[config.mk]
export PLATFORM = sky130hd
export DESIGN_NAME = idex_pipe_reg
export DESIGN_NICKNAME = d
export VERILOG_FILES = /design/src/rtl/idex_pipe_reg.sv
export SDC_FILE = /design/constraint.sdc
export NUM_CORES = 1
export LEC_CHECK = 0
export CAP_MARGIN = 20
export CORE_ASPECT_RATIO = 0.6
export CORE_MARGIN = 4
export CORE_UTILIZATION = 43
export DETAILED_ROUTE_END_ITERATION = 10
export PLACE_DENSITY = 0.82
export RECOVER_POWER = 100
export SLEW_MARGIN = 20
export SYNTH_ARGS = -nofsm -noshare
export SYNTH_HDL_FRONTEND = slang
export SYNTH_SLANG_ARGS = --single-unit
[constraint.sdc]
create_clock -name clk -period 1.7 [get_ports clk]
set_input_delay 0.17 -clock clk [delete_from_list [all_inputs] [get_ports clk]]
set_output_delay 0.17 -clock clk [all_outputs]
set_load 0.01 [all_outputs]
[src/rtl/idex_pipe_reg.sv]
// ID/EX pipeline register: captures decoded ID-stage fields each cycle and
// presents the EX stage with the ALU opcode and the selected a/b operands.
module idex_pipe_reg #(
  parameter int W = 32
) (
  input  logic         clk,
  input  logic         clrn,
  input  logic         stall,
  input  logic         flush,
  input  logic         dwreg,
  input  logic         dm2reg,
  input  logic         dwmem,
  input  logic [3:0]   daluc,
  input  logic         daluimm,
  input  logic         dshift,
  input  logic         dsext,
  input  logic [W-1:0] dina,
  input  logic [W-1:0] dinb,
  input  logic [15:0]  dimm,
  input  logic [4:0]   dsa,
  input  logic [4:0]   drn,
  output logic         evalid,
  output logic         ewreg,
  output logic         em2reg,
  output logic         ewmem,
  output logic [3:0]   ealuc,
  output logic [W-1:0] ea,
  output logic [W-1:0] eb,
  output logic [W-1:0] estore,
  output logic [4:0]   ern
);

  logic         r_valid;
  logic         r_wreg;
  logic         r_m2reg;
  logic         r_wmem;
  logic [3:0]   r_aluc;
  logic         r_aluimm;
  logic         r_shift;
  logic [W-1:0] r_a;
  logic [W-1:0] r_b;
  logic [W-1:0] r_imm;
  logic [4:0]   r_sa;
  logic [4:0]   r_rn;

  logic [W-1:0] w_immExt;

  // Extension happens at capture so EX only sees a ready-made W-bit immediate.
  assign w_immExt = dsext ? {{(W-16){dimm[15]}}, dimm} : {{(W-16){1'b0}}, dimm};

  always_ff @(posedge clk) begin
    if (!clrn || flush) begin
      r_valid  <= 1'b0;
      r_wreg   <= 1'b0;
      r_m2reg  <= 1'b0;
      r_wmem   <= 1'b0;
      r_aluc   <= 4'd0;
      r_aluimm <= 1'b0;
      r_shift  <= 1'b0;
      r_a      <= '0;
      r_b      <= '0;
      r_imm    <= '0;
      r_sa     <= 5'd0;
      r_rn     <= 5'd0;
    end else if (!stall) begin
      r_valid  <= 1'b1;
      r_wreg   <= dwreg;
      r_m2reg  <= dm2reg;
      r_wmem   <= dwmem;
      r_aluc   <= daluc;
      r_aluimm <= daluimm;
      r_shift  <= dshift;
      r_a      <= dina;
      r_b      <= dinb;
      r_imm    <= w_immExt;
      r_sa     <= dsa;
      r_rn     <= drn;
    end
  end

  // A bubble clears every field, so the ALU sees add with 0+0 and no side effects.
  assign evalid = r_valid;
  assign ewreg  = r_wreg;
  assign em2reg = r_m2reg;
  assign ewmem  = r_wmem;
  assign ealuc  = r_aluc;
  assign ern    = r_rn;
  assign ea     = r_shift ? {{(W-5){1'b0}}, r_sa} : r_a;
  assign eb     = r_aluimm ? r_imm : r_b;
  assign estore = r_b;

endmodule

==> flow_metrics.env, run 1 <==
export IMPL_adder_and_majority_gate_portion_of_the_synthesized_area_pct=0
export IMPL_post_synthesis_mux_area_share_pct=28.9
export IMPL_numClockSinks=101
export IMPL_power_frac_comb_pct=14.2
export IMPL_cellInternalPower_uw=4360
export IMPL_critical_path_reg2reg_endpoint="r_shift"
export IMPL_cpLargestDelayFamily="buffers and inverters"
export IMPL_core_area_mm2=0.00939
export IMPL_slew_violations=0
export IMPL_vdd_ir_drop_max_v=0.000556
export IMPL_die_area_mm2=0.0116
export IMPL_remaining_drc_errors=0
export IMPL_totalWireLength_um=12100
export IMPL_synth_cell_type_count=17
export IMPL_mappedNetlistArea_mm2=0.00425
export IMPL_synth_simple_gate_area_share_pct=13.2
export IMPL_grt_start_max_net_pins=65
export IMPL_power_share_sequential_pct=44.9
export IMPL_fin_worst_skew_ns=0
export IMPL_worst_setup_path_startpoint="r_aluimm"
export IMPL_outcome="complete, no violations"
export IMPL_synth_seq_cells=101
export IMPL_instance_area_at_placement_mm2=0.00639
export IMPL_area_delta_synth_final_pct=58.9
export IMPL_min_path_cells=3
export IMPL_wire_length_per_cell_um=15.9
export IMPL_dp_hpwl_um=9010
export IMPL_min_period_over_period_pct=97.9
export IMPL_seq_area_frac_synth_pct=47.6
export IMPL_dp_cells=736
export IMPL_route_vias_total=3566
export IMPL_worstPathBufferInverterCount=2
export IMPL_count_of_synthesis_stage_warnings_from_yosys=0
export IMPL_htree_num_levels=3
export IMPL_drtIter0Drc=89
export IMPL_crit_required_ns=1.53
export IMPL_hp_class="primary input to flip-flop"
export IMPL_grt_first_pass_wirelength_um=18600
export IMPL_total_switching_power_uw=1190
export IMPL_finalNetCount=732
export IMPL_hold_slack_ns=0.360
export IMPL_min_delay_start="stall"
export IMPL_number_of_antenna_violations_at_the_first_check_in_global_routing=0
export IMPL_first_global_vias=3572
export IMPL_synth_top_family_by_area="multiplexers"
export IMPL_share_clk_of_total_power_pct=40.9
export IMPL_max_cap_viol=0
export IMPL_layout_cells_most_common="sky130_fd_sc_hd__clkdlybuf4s50_1"
export IMPL_cts_inserted_buffers=9
export IMPL_die_height_um=85.0
export IMPL_start_util_pct=45.2
export IMPL_portBuffers=212
export IMPL_row_count=27
export IMPL_final_instance_count_excl_fill=762
export IMPL_finalWeightedCongestion=0.768
export IMPL_postSynthCellCount=417
export IMPL_grt_overflow=0
export IMPL_critical_path_class="flip-flop to output pin"
export IMPL_synth_xor_xnor_area_share_pct=0
export IMPL_antenna_left=0
export IMPL_cp_end_kind="output pin"
export IMPL_fin_crit_period_ns=1.66
export IMPL_ff2ff_setup_slack_ns=0.76
export IMPL_postSynthNetCount=521
export IMPL_timing_final_setup_violations=0
export IMPL_max_clock_path_buffers=2
export IMPL_p_leak_uw=0.00323
export IMPL_power_density_cell_area_mw_per_mm2=822
export IMPL_cp_arrival_ns=1.49
export IMPL_critical_path_slowest_cell="sky130_fd_sc_hd__dfxtp_4"
export IMPL_max_freq_ghz=0.601
export IMPL_cts_tree="built"
export IMPL_worst_pin_slew_ns=0.551
export IMPL_ioPinCount=213
export IMPL_finalHoldViolations=0
export IMPL_power_share_switching_pct=21.4
export IMPL_die_w_um=136
export IMPL_worst_setup_path_start_kind="flip-flop"
export IMPL_reg2reg_from="r_shift"
export IMPL_n_antenna_cell=0
export IMPL_post_drt_via_cell_ratio=4.68
export IMPL_min_delay_worst_endpoint="evalid"
export IMPL_relSlewSlack_pct=63.3
export IMPL_clk_pin_slew_ns=0.06
export IMPL_cts_root_buffer_cell="sky130_fd_sc_hd__clkbuf_16"
export IMPL_avgSynthCellArea_um2=10.2
export IMPL_highest_fanout_seen_on_the_critical_path=8
export IMPL_clkLatencyLatePin_ns=0.33
export IMPL_synth_compound_gate_area_share_pct=2.12
export IMPL_track_usage_pct=20.4
export IMPL_design_area_mm2=0.00675
export IMPL_peak_per_stage_delay_on_the_critical_path_ns=0.40
export IMPL_most_common_layout_cells="sky130_fd_sc_hd__clkdlybuf4s50_1, sky130_fd_sc_hd__mux2i_1, sky130_fd_sc_hd__nor2_1, sky130_fd_sc_hd__dfxtp_1, sky130_fd_sc_hd__dlygate4sd2_1"
export IMPL_layout_drive_gt1_share_pct=9.49
export IMPL_r2r_worst_path_cells=3
export IMPL_cells_along_the_critical_path="buf_12 > mux2_2 > dlygate4sd2_1"
export IMPL_detailedRoute_firstPassIterationCount=4
==> state kept, by name, summed over array words and instances, names as in the netlist <==
| register | cells |
|---|---|
| r_imm | 17 |
| ewreg | 1 |
| r_sa | 5 |
| ewmem | 1 |
| r_shift | 1 |
| ealuc | 4 |
| evalid | 1 |
| r_aluimm | 1 |
| estore | 32 |
| em2reg | 1 |
| r_a | 32 |
| ern | 5 |
==> cells by family (layout without fill, tap and decap cells) <==
| family | after synthesis | count (layout) |
|---|---|---|
| flops | 101 | 101 |
| mux | 120 | 120 |
| simple gates | 130 | 130 |
| compound gates | 18 | 18 |
| buf+inv | 48 | 263 |
==> final cells by class <==
type                       count  area (µm²)
fill                         713        2650
timing repair buffer         231        2280
sequential                   101        2030
multi-input combinational    268        1880
clock buffer                  11         233
tap                          130         163
clock inverter                 4        97.6
inverter                      17        63.8
==> cell usage after synthesis <==
master                     count  share of area, %
sky130_fd_sc_hd__dfxtp_1     101                48
sky130_fd_sc_hd__mux2i_1      99                23
sky130_fd_sc_hd__nor2_1       99               8.8
sky130_fd_sc_hd__nor2b_1      27               4.0
sky130_fd_sc_hd__mux2_2       21               5.6
sky130_fd_sc_hd__inv_1        17               1.5
sky130_fd_sc_hd__o21ai_0      16               1.9
sky130_fd_sc_hd__clkbuf_1      9              0.80
sky130_fd_sc_hd__buf_12        8               3.8
sky130_fd_sc_hd__buf_2         6              0.71
sky130_fd_sc_hd__buf_4         4              0.71
sky130_fd_sc_hd__buf_1         3              0.27
sky130_fd_sc_hd__a21oi_1       2              0.24
sky130_fd_sc_hd__nand2_1       2              0.18
sky130_fd_sc_hd__buf_8         1              0.35
sky130_fd_sc_hd__nand2b_1      1              0.15
sky130_fd_sc_hd__nand3b_1      1              0.18
==> worst max-delay path by stage <==
| stage | cells past startpoint | endpoint |
|---|---|---|
| after floorplan | 3 | eb[12] |
| after global placement | 3 | ea[4] |
| after detailed placement | 3 | eb[11] |
| after CTS | 4 | eb[3] |
| after global routing | 3 | eb[10] |
| final | 3 | eb[10] |
==> worst min-delay path: cells and delay by family <==
kind            cells  cell delay [ns]
compound gates      1             0.15
buf+inv             2             0.32
==> power by group through the flow <==
| stage | Clock (µW) | Sequential (µW) | Combinational, µW |
|---|---|---|---|
| 6_report | 2270 | 2490 | 785 |
| 2_1_floorplan | 0 | 2550 | 377 |
| 4_1_cts | 2330 | 2490 | 799 |
| 3_5_place_dp | 0 | 2550 | 825 |
| 3_3_place_gp | 0 | 2540 | 808 |
| 5_1_grt | 2420 | 2500 | 849 |
==> per-layer routing <==
metal | global-route usage (%) | vias to the layer above | routed length [µm]
met5 | 0 | - | 0
met4 | 5.22 | 0 | 160
met3 | 11.3 | 15 | 1450
met2 | 33.7 | 133 | 5580
met1 | 23.0 | 1623 | 4930
li1 | - | 1795 | -
==> metrics by stage <==
stage / util, % / TNS, ns / setup WS [ns] / power, µW
detailed placement: 68.0 / 0 / 0.104 / 3370
global placement: 68.0 / 0 / 0.134 / 3350
finish: 71.8 / 0 / 0.0351 / 5540
floorplan: - / 0 / 0.553 / 2930
CTS: 71.2 / -0.105 / -0.105 / 5630
global route: 71.8 / -0.00898 / -0.00464 / 5770
==> repair_timing <==
action                                  CTS  global route
endpoints found under the setup margin   56            19
gates resized for setup                  70            19
gates cloned                              1             1
setup buffers                             1             8
endpoints found under the hold margin     0             0
hold buffers                              0             0
Note: power is estimated with default switching activity, not from simulation.
==> run 2, diff against run 1 <==
--- a/config.mk
+++ b/config.mk
@@ -5,13 +5,14 @@
 export SDC_FILE = /design/constraint.sdc
 export NUM_CORES = 1
 export LEC_CHECK = 0
-export CAP_MARGIN = 20
+export CAP_MARGIN = 30
 export CORE_ASPECT_RATIO = 0.6
 export CORE_MARGIN = 4
 export CORE_UTILIZATION = 43
 export DETAILED_ROUTE_END_ITERATION = 10
 export PLACE_DENSITY = 0.82
 export RECOVER_POWER = 100
+export REMOVE_ABC_BUFFERS = 1
 export SLEW_MARGIN = 20
 export SYNTH_ARGS = -nofsm -noshare
 export SYNTH_HDL_FRONTEND = slang
==> constraint.sdc (replaced) <==
create_clock -name clk -period 1.7 [get_ports clk]
set_input_delay 0.17 -clock clk [delete_from_list [all_inputs] [get_ports clk]]
set_output_delay 0.17 -clock clk [all_outputs]
set_load 0.05 [all_outputs]
==> run 2 against run 1 <==
Non-clock buffer count is 9 lower. Worst hold slack got worse by 0.076 ns. First-iteration DRC count up 43%. Cell count fell by 1.2%. Critical path depth decreased by 2. Utilization decreased by 2.8 points. Flip-flop and latch count unchanged. Register-to-register slack improved by 0.05 ns. Critical endpoint is now ewmem. Highest routed layer unchanged.
==> flow_metrics.env, run 2 (synthesis results as in run 1) <==
export IMPL_outcome="complete, no violations"
export IMPL_post_drt_via_cell_ratio=4.74
export IMPL_post_cts_setup_buffer_count=0
export IMPL_numClockSinks=101
export IMPL_crit_required_ns=1.53
export IMPL_grt_setup_unrepaired="no"
export IMPL_dp_hpwl_um=9480
export IMPL_min_delay_worst_endpoint="r_sa[3]"
export IMPL_critical_path_reg2reg_endpoint="r_shift"
export IMPL_cts_hold_repair_buffers=0
export IMPL_layout_cells_most_common="sky130_fd_sc_hd__clkdlybuf4s50_1"
export IMPL_totalWireLength_um=12200
export IMPL_layout_drive_gt1_share_pct=17.8
export IMPL_track_usage_pct=20.4
export IMPL_worst_setup_path_start_kind="flip-flop"
export IMPL_area_delta_synth_final_pct=52.8
export IMPL_max_freq_ghz=0.600
export IMPL_start_util_pct=45.2
export IMPL_worst_pin_slew_ns=1.00
export IMPL_die_height_um=85.0
export IMPL_reg2reg_from="r_shift"
export IMPL_finalHoldViolations=0
export IMPL_min_period_over_period_pct=98.0
export IMPL_relSlewSlack_pct=33.3
export IMPL_fin_worst_skew_ns=0
export IMPL_min_path_cells=3
export IMPL_power_density_cell_area_mw_per_mm2=848
export IMPL_fillerInstances=792
export IMPL_multiInputGateArea_mm2=0.00189
export IMPL_n_antenna_cell=0
export IMPL_worstPathBufferInverterCount=1
export IMPL_cells_along_the_critical_path="clkdlybuf4s50_1"
export IMPL_worstSetupPathDepth=1
export IMPL_cts_root_buffer_cell="sky130_fd_sc_hd__clkbuf_16"
export IMPL_remaining_drc_errors=0
export IMPL_drtIter0Drc=127
export IMPL_htree_num_levels=3
export IMPL_p_leak_uw=0.00291
export IMPL_area_used_by_sequential_logic_in_the_layout_mm2=0.00203
export IMPL_route_vias_total=3566
export IMPL_hp_class="primary input to flip-flop"
export IMPL_slew_violations=0
export IMPL_clkLatencyLatePin_ns=0.33
export IMPL_critical_path_class="flip-flop to output pin"
export IMPL_row_count=27
export IMPL_most_common_layout_cells="sky130_fd_sc_hd__clkdlybuf4s50_1, sky130_fd_sc_hd__mux2i_1, sky130_fd_sc_hd__nor2_1, sky130_fd_sc_hd__dfxtp_1"
export IMPL_critical_path_slowest_cell="sky130_fd_sc_hd__clkdlybuf4s50_1"
export IMPL_highest_fanout_seen_on_the_critical_path=2
export IMPL_post_route_worst_setup_slack_ns=0.0344
export IMPL_max_clock_path_buffers=2
export IMPL_cp_arrival_ns=1.50
export IMPL_core_area_mm2=0.00939
export IMPL_die_w_um=136
export IMPL_cpLargestDelayFamily="buffers and inverters"
export IMPL_cts_tree="built"
export IMPL_first_global_vias=3687
export IMPL_max_cap_viol=0
export IMPL_detailedRoute_firstPassIterationCount=4
export IMPL_portBuffers=212
export IMPL_cp_end_kind="output pin"
export IMPL_min_delay_start="stall"
export IMPL_wire_length_per_cell_um=16.2
export IMPL_ff2ff_setup_slack_ns=0.81
export IMPL_antenna_left=0
export IMPL_peak_per_stage_delay_on_the_critical_path_ns=0.82
export IMPL_finalWeightedCongestion=0.788
export IMPL_setup_total_negative_slack_ns=0
export IMPL_grt_start_max_net_pins=52
export IMPL_die_area_mm2=0.0116
export IMPL_ioPinCount=213
export IMPL_finalNetCount=723
export IMPL_number_of_antenna_violations_at_the_first_check_in_global_routing=0
export IMPL_timing_final_setup_violations=0
export IMPL_grt_first_pass_wirelength_um=18800
export IMPL_fin_crit_period_ns=1.67
export IMPL_placement_setup_worst_slack_ns=0.314
export IMPL_r2r_worst_path_cells=3
export IMPL_grt_overflow=0
export IMPL_cts_inserted_buffers=9
export IMPL_clk_pin_slew_ns=0.06
export IMPL_vdd_ir_drop_max_v=0.000635
run 2: changes by cell type in the layout (fill, tap and decap cells not counted), moves of 7 or more:
cell,previous run,this run
sky130_fd_sc_hd__dlygate4sd3_1,46,0
sky130_fd_sc_hd__clkdlybuf4s50_1,101,115
sky130_fd_sc_hd__buf_4,6,14
sky130_fd_sc_hd__clkbuf_2,4,11
sky130_fd_sc_hd__clkbuf_1,6,24
sky130_fd_sc_hd__clkbuf_4,3,27
sky130_fd_sc_hd__buf_12,6,15
sky130_fd_sc_hd__dlygate4sd2_1,48,11
sky130_fd_sc_hd__clkdlybuf4s15_1,10,0
run 2: layout make-up:
cell class                 count  area share, %
sequential                   101           31.3
clock buffer                  11           3.59
multi-input combinational    268           29.1
tap                          130           2.51
timing repair buffer         222           31.8
clock inverter                 4          0.772
inverter                      17          0.984
run 2: power breakdown:
| group | internal, µW | switching (µW) | leakage (µW) |
|---|---|---|---|
| registers | 2440 | 50.0 | 0.000824 |
| logic | 481 | 574 | 0.00195 |
| clock network | 1130 | 821 | 0.000132 |
| total | 4060 | 1440 | 0.00291 |
run 2: worst max-delay path by stage:
stage	startpoint	end	slack (ns)
2_1_floorplan	flush	ealuc[0]	-0.56
3_3_place_gp	r_aluimm	eb[2]	0.34
3_5_place_dp	r_aluimm	eb[20]	0.31
4_1_cts	estore[11]	estore[11]	0.004
5_1_grt	ewmem	ewmem	0.0003
6_report	ewmem	ewmem	0.03
run 2: metrics by stage:
stage	hold WS [ns]	cells	instance area, µm²	power, µW	util [%]
detailed placement	0.467	738	6410	3660	68.3
finish	0.284	753	6480	5500	69.1
CTS	0.276	753	6690	5610	71.2
global placement	0.442	738	6410	3630	68.3
floorplan	0.262	386	3970	3090	-
global route	0.302	753	6480	5730	69.1
run 2: timing repair:
action                                  CTS  global route
resized for setup                        13            17
endpoints found under the hold margin     0             0
gates cloned                              0             0
endpoints found under the setup margin   39            40
run 2: per-layer routing:
metal	up-vias	wire (µm)	GRT usage [%]
li1	1765	-	-
met1	1648	4990	23.6
met2	144	5770	35.1
met3	9	1320	9.36
met4	0	110	4.30
met5	-	0	0
==> run 3, diff against run 2 <==
--- a/config.mk
+++ b/config.mk
@@ -7,13 +7,11 @@
 export LEC_CHECK = 0
 export CAP_MARGIN = 30
 export CORE_ASPECT_RATIO = 0.6
-export CORE_MARGIN = 4
 export CORE_UTILIZATION = 43
 export DETAILED_ROUTE_END_ITERATION = 10
 export PLACE_DENSITY = 0.82
 export RECOVER_POWER = 100
 export REMOVE_ABC_BUFFERS = 1
-export SLEW_MARGIN = 20
 export SYNTH_ARGS = -nofsm -noshare
 export SYNTH_HDL_FRONTEND = slang
 export SYNTH_SLANG_ARGS = --single-unit
==> run 3 against run 2 <==
Clock power shrank 4%. Global-route usage grew 2.3 points. Count of clock-buffer cells in the layout is the same. Flip-flop and latch count is the same. Largest power group unchanged. Combinational power grew 6%. Worst setup slack lost 0.0031 ns. Cell count grew 1.2%. Final area grew 3.6%. Critical path depth is the same. Die area shrank 11%.
==> flow_metrics.env, run 3 (synthesis results as in run 1) <==
export IMPL_grt_overflow=0
export IMPL_cts_tree="built"
export IMPL_max_cap_viol=0
export IMPL_dp_hpwl_um=8890
export IMPL_fin_worst_skew_ns=0
export IMPL_grt_setup_unrepaired="no"
export IMPL_timing_final_setup_violations=0
export IMPL_fin_total_pwr_uw=5470
export IMPL_die_w_um=130
export IMPL_cts_root_buffer_cell="sky130_fd_sc_hd__clkbuf_16"
export IMPL_worst_setup_path_start_kind="flip-flop"
export IMPL_share_clk_of_total_power_pct=34.1
export IMPL_area_used_by_sequential_logic_in_the_layout_mm2=0.00203
export IMPL_number_of_antenna_violations_at_the_first_check_in_global_routing=0
export IMPL_first_global_vias=3573
export IMPL_crit_required_ns=1.53
export IMPL_track_usage_pct=22.8
export IMPL_relSlewSlack_pct=27.8
export IMPL_detailedRoute_firstPassIterationCount=4
export IMPL_portBuffers=212
export IMPL_cp_arrival_ns=1.50
export IMPL_clkLatencyLatePin_ns=0.33
export IMPL_antenna_left=0
export IMPL_placement_setup_worst_slack_ns=0.0333
export IMPL_highest_fanout_seen_on_the_critical_path=2
export IMPL_cellInternalPower_uw=3970
export IMPL_hp_class="primary input to flip-flop"
export IMPL_max_freq_ghz=0.599
export IMPL_peak_per_stage_delay_on_the_critical_path_ns=0.82
export IMPL_cp_end_kind="output pin"
export IMPL_route_vias_total=3596
export IMPL_totalWireLength_um=11600
export IMPL_power_frac_comb_pct=20.3
export IMPL_power_density_cell_area_mw_per_mm2=815
export IMPL_slew_violations=0
export IMPL_remaining_drc_errors=0
export IMPL_critical_path_slowest_cell="sky130_fd_sc_hd__clkdlybuf4s50_1"
export IMPL_die_height_um=79.0
export IMPL_worst_pin_slew_ns=1.08
export IMPL_worstPathBufferInverterCount=1
export IMPL_fin_crit_period_ns=1.67
export IMPL_die_area_mm2=0.0103
export IMPL_power_share_switching_pct=27.5
export IMPL_htree_num_levels=3
export IMPL_post_drt_via_cell_ratio=4.72
export IMPL_p_leak_uw=0.00301
export IMPL_cpLargestDelayFamily="buffers and inverters"
export IMPL_min_period_over_period_pct=98.2
export IMPL_grt_first_pass_wirelength_um=17900
export IMPL_most_common_layout_cells="sky130_fd_sc_hd__clkdlybuf4s50_1, sky130_fd_sc_hd__mux2i_1, sky130_fd_sc_hd__nor2_1, sky130_fd_sc_hd__dfxtp_1, sky130_fd_sc_hd__buf_12"
export IMPL_clk_pin_slew_ns=0.07
export IMPL_row_count=27
export IMPL_core_area_mm2=0.00939
export IMPL_worst_setup_path_startpoint="ewreg"
export IMPL_cts_hold_repair_buffers=0
export IMPL_area_delta_synth_final_pct=58.2
export IMPL_power_share_sequential_pct=45.6
export IMPL_setup_total_negative_slack_ns=0
export IMPL_cells_along_the_critical_path="clkdlybuf4s50_1"
export IMPL_numClockSinks=101
export IMPL_outcome="complete, no violations"
export IMPL_post_route_worst_setup_slack_ns=0.0313
export IMPL_finalNetCount=731
export IMPL_ioPinCount=213
export IMPL_reg2reg_from="r_shift"
export IMPL_total_switching_power_uw=1500
export IMPL_vdd_ir_drop_max_v=0.000643
export IMPL_n_antenna_cell=0
export IMPL_min_delay_start="stall"
export IMPL_cts_inserted_buffers=9
export IMPL_finalWeightedCongestion=0.816
export IMPL_start_util_pct=45.2
export IMPL_fillerInstances=747
export IMPL_finalHoldViolations=0
export IMPL_critical_path_class="flip-flop to output pin"
export IMPL_layout_drive_gt1_share_pct=17.6
export IMPL_wire_length_per_cell_um=15.3
export IMPL_util_after_layout_pct=71.5
export IMPL_grt_start_max_net_pins=39
export IMPL_layout_cells_most_common="sky130_fd_sc_hd__clkdlybuf4s50_1"
export IMPL_drtIter0Drc=86
export IMPL_multiInputGateArea_mm2=0.00188
export IMPL_max_clock_path_buffers=2
-- run 3: cell types whose count changed in the layout (fill, tap and decap cells not counted), moves of 7 or more --
cell,before,now
sky130_fd_sc_hd__mux2_1,1,8
sky130_fd_sc_hd__buf_4,14,29
sky130_fd_sc_hd__clkbuf_4,27,9
sky130_fd_sc_hd__buf_12,15,32
sky130_fd_sc_hd__clkbuf_2,11,3
sky130_fd_sc_hd__mux2_2,20,13
-- run 3: final timing paths --
check,to,slack (ns),depth (start not counted)
hold / removal,r_imm[5],0.29,3
hold reg to reg,evalid,0.46,2
setup / recovery,ewreg,0.03,1
setup reg to reg,r_shift,0.61,3
-- run 3: repair_timing --
| item | in CTS | in global routing |
|---|---|---|
| setup buffers | 0 | 3 |
| setup endpoints to repair | 58 | 16 |
| endpoints found under the hold margin | 0 | 0 |
| gates resized for setup | 16 | 13 |
-- run 3: per-stage QoR --
stage,area [µm²],hold slack (ns),instances
after global routing,6720,0.300,762
after CTS,6860,0.285,759
after detailed placement,6590,0.450,743
after global placement,6590,0.446,743
final,6720,0.293,762
after floorplan,3970,0.262,386
-- run 3: area by class of cell --
class | count | area share [%]
clock buffer | 11 | 3.47
clock inverter | 5 | 0.559
inverter | 17 | 0.950
multi-input combinational | 268 | 28.0
sequential | 101 | 30.2
tap | 130 | 2.42
timing repair buffer | 230 | 34.4
-- run 3: power by group through the flow --
stage	Sequential (µW)	Clock [µW]	Combinational, µW
2_1_floorplan	2660	0	423
3_3_place_gp	2550	0	1120
3_5_place_dp	2550	0	1150
4_1_cts	2500	1920	1150
5_1_grt	2500	2000	1170
6_report	2500	1870	1110
-- run 3: per-layer routing --
metal	vias up	global-route usage (%)	wire length, µm
met5	-	0	0
met4	0	6.86	131
met3	11	9.64	1210
met2	131	39.8	5490
met1	1668	25.1	4800
li1	1786	-	-
-- run 3: worst min-delay path, stage by stage --
cell and delay (ns):
sky130_fd_sc_hd__buf_4 0.21, sky130_fd_sc_hd__mux2i_1 0.15, sky130_fd_sc_hd__nor2_1 0.07
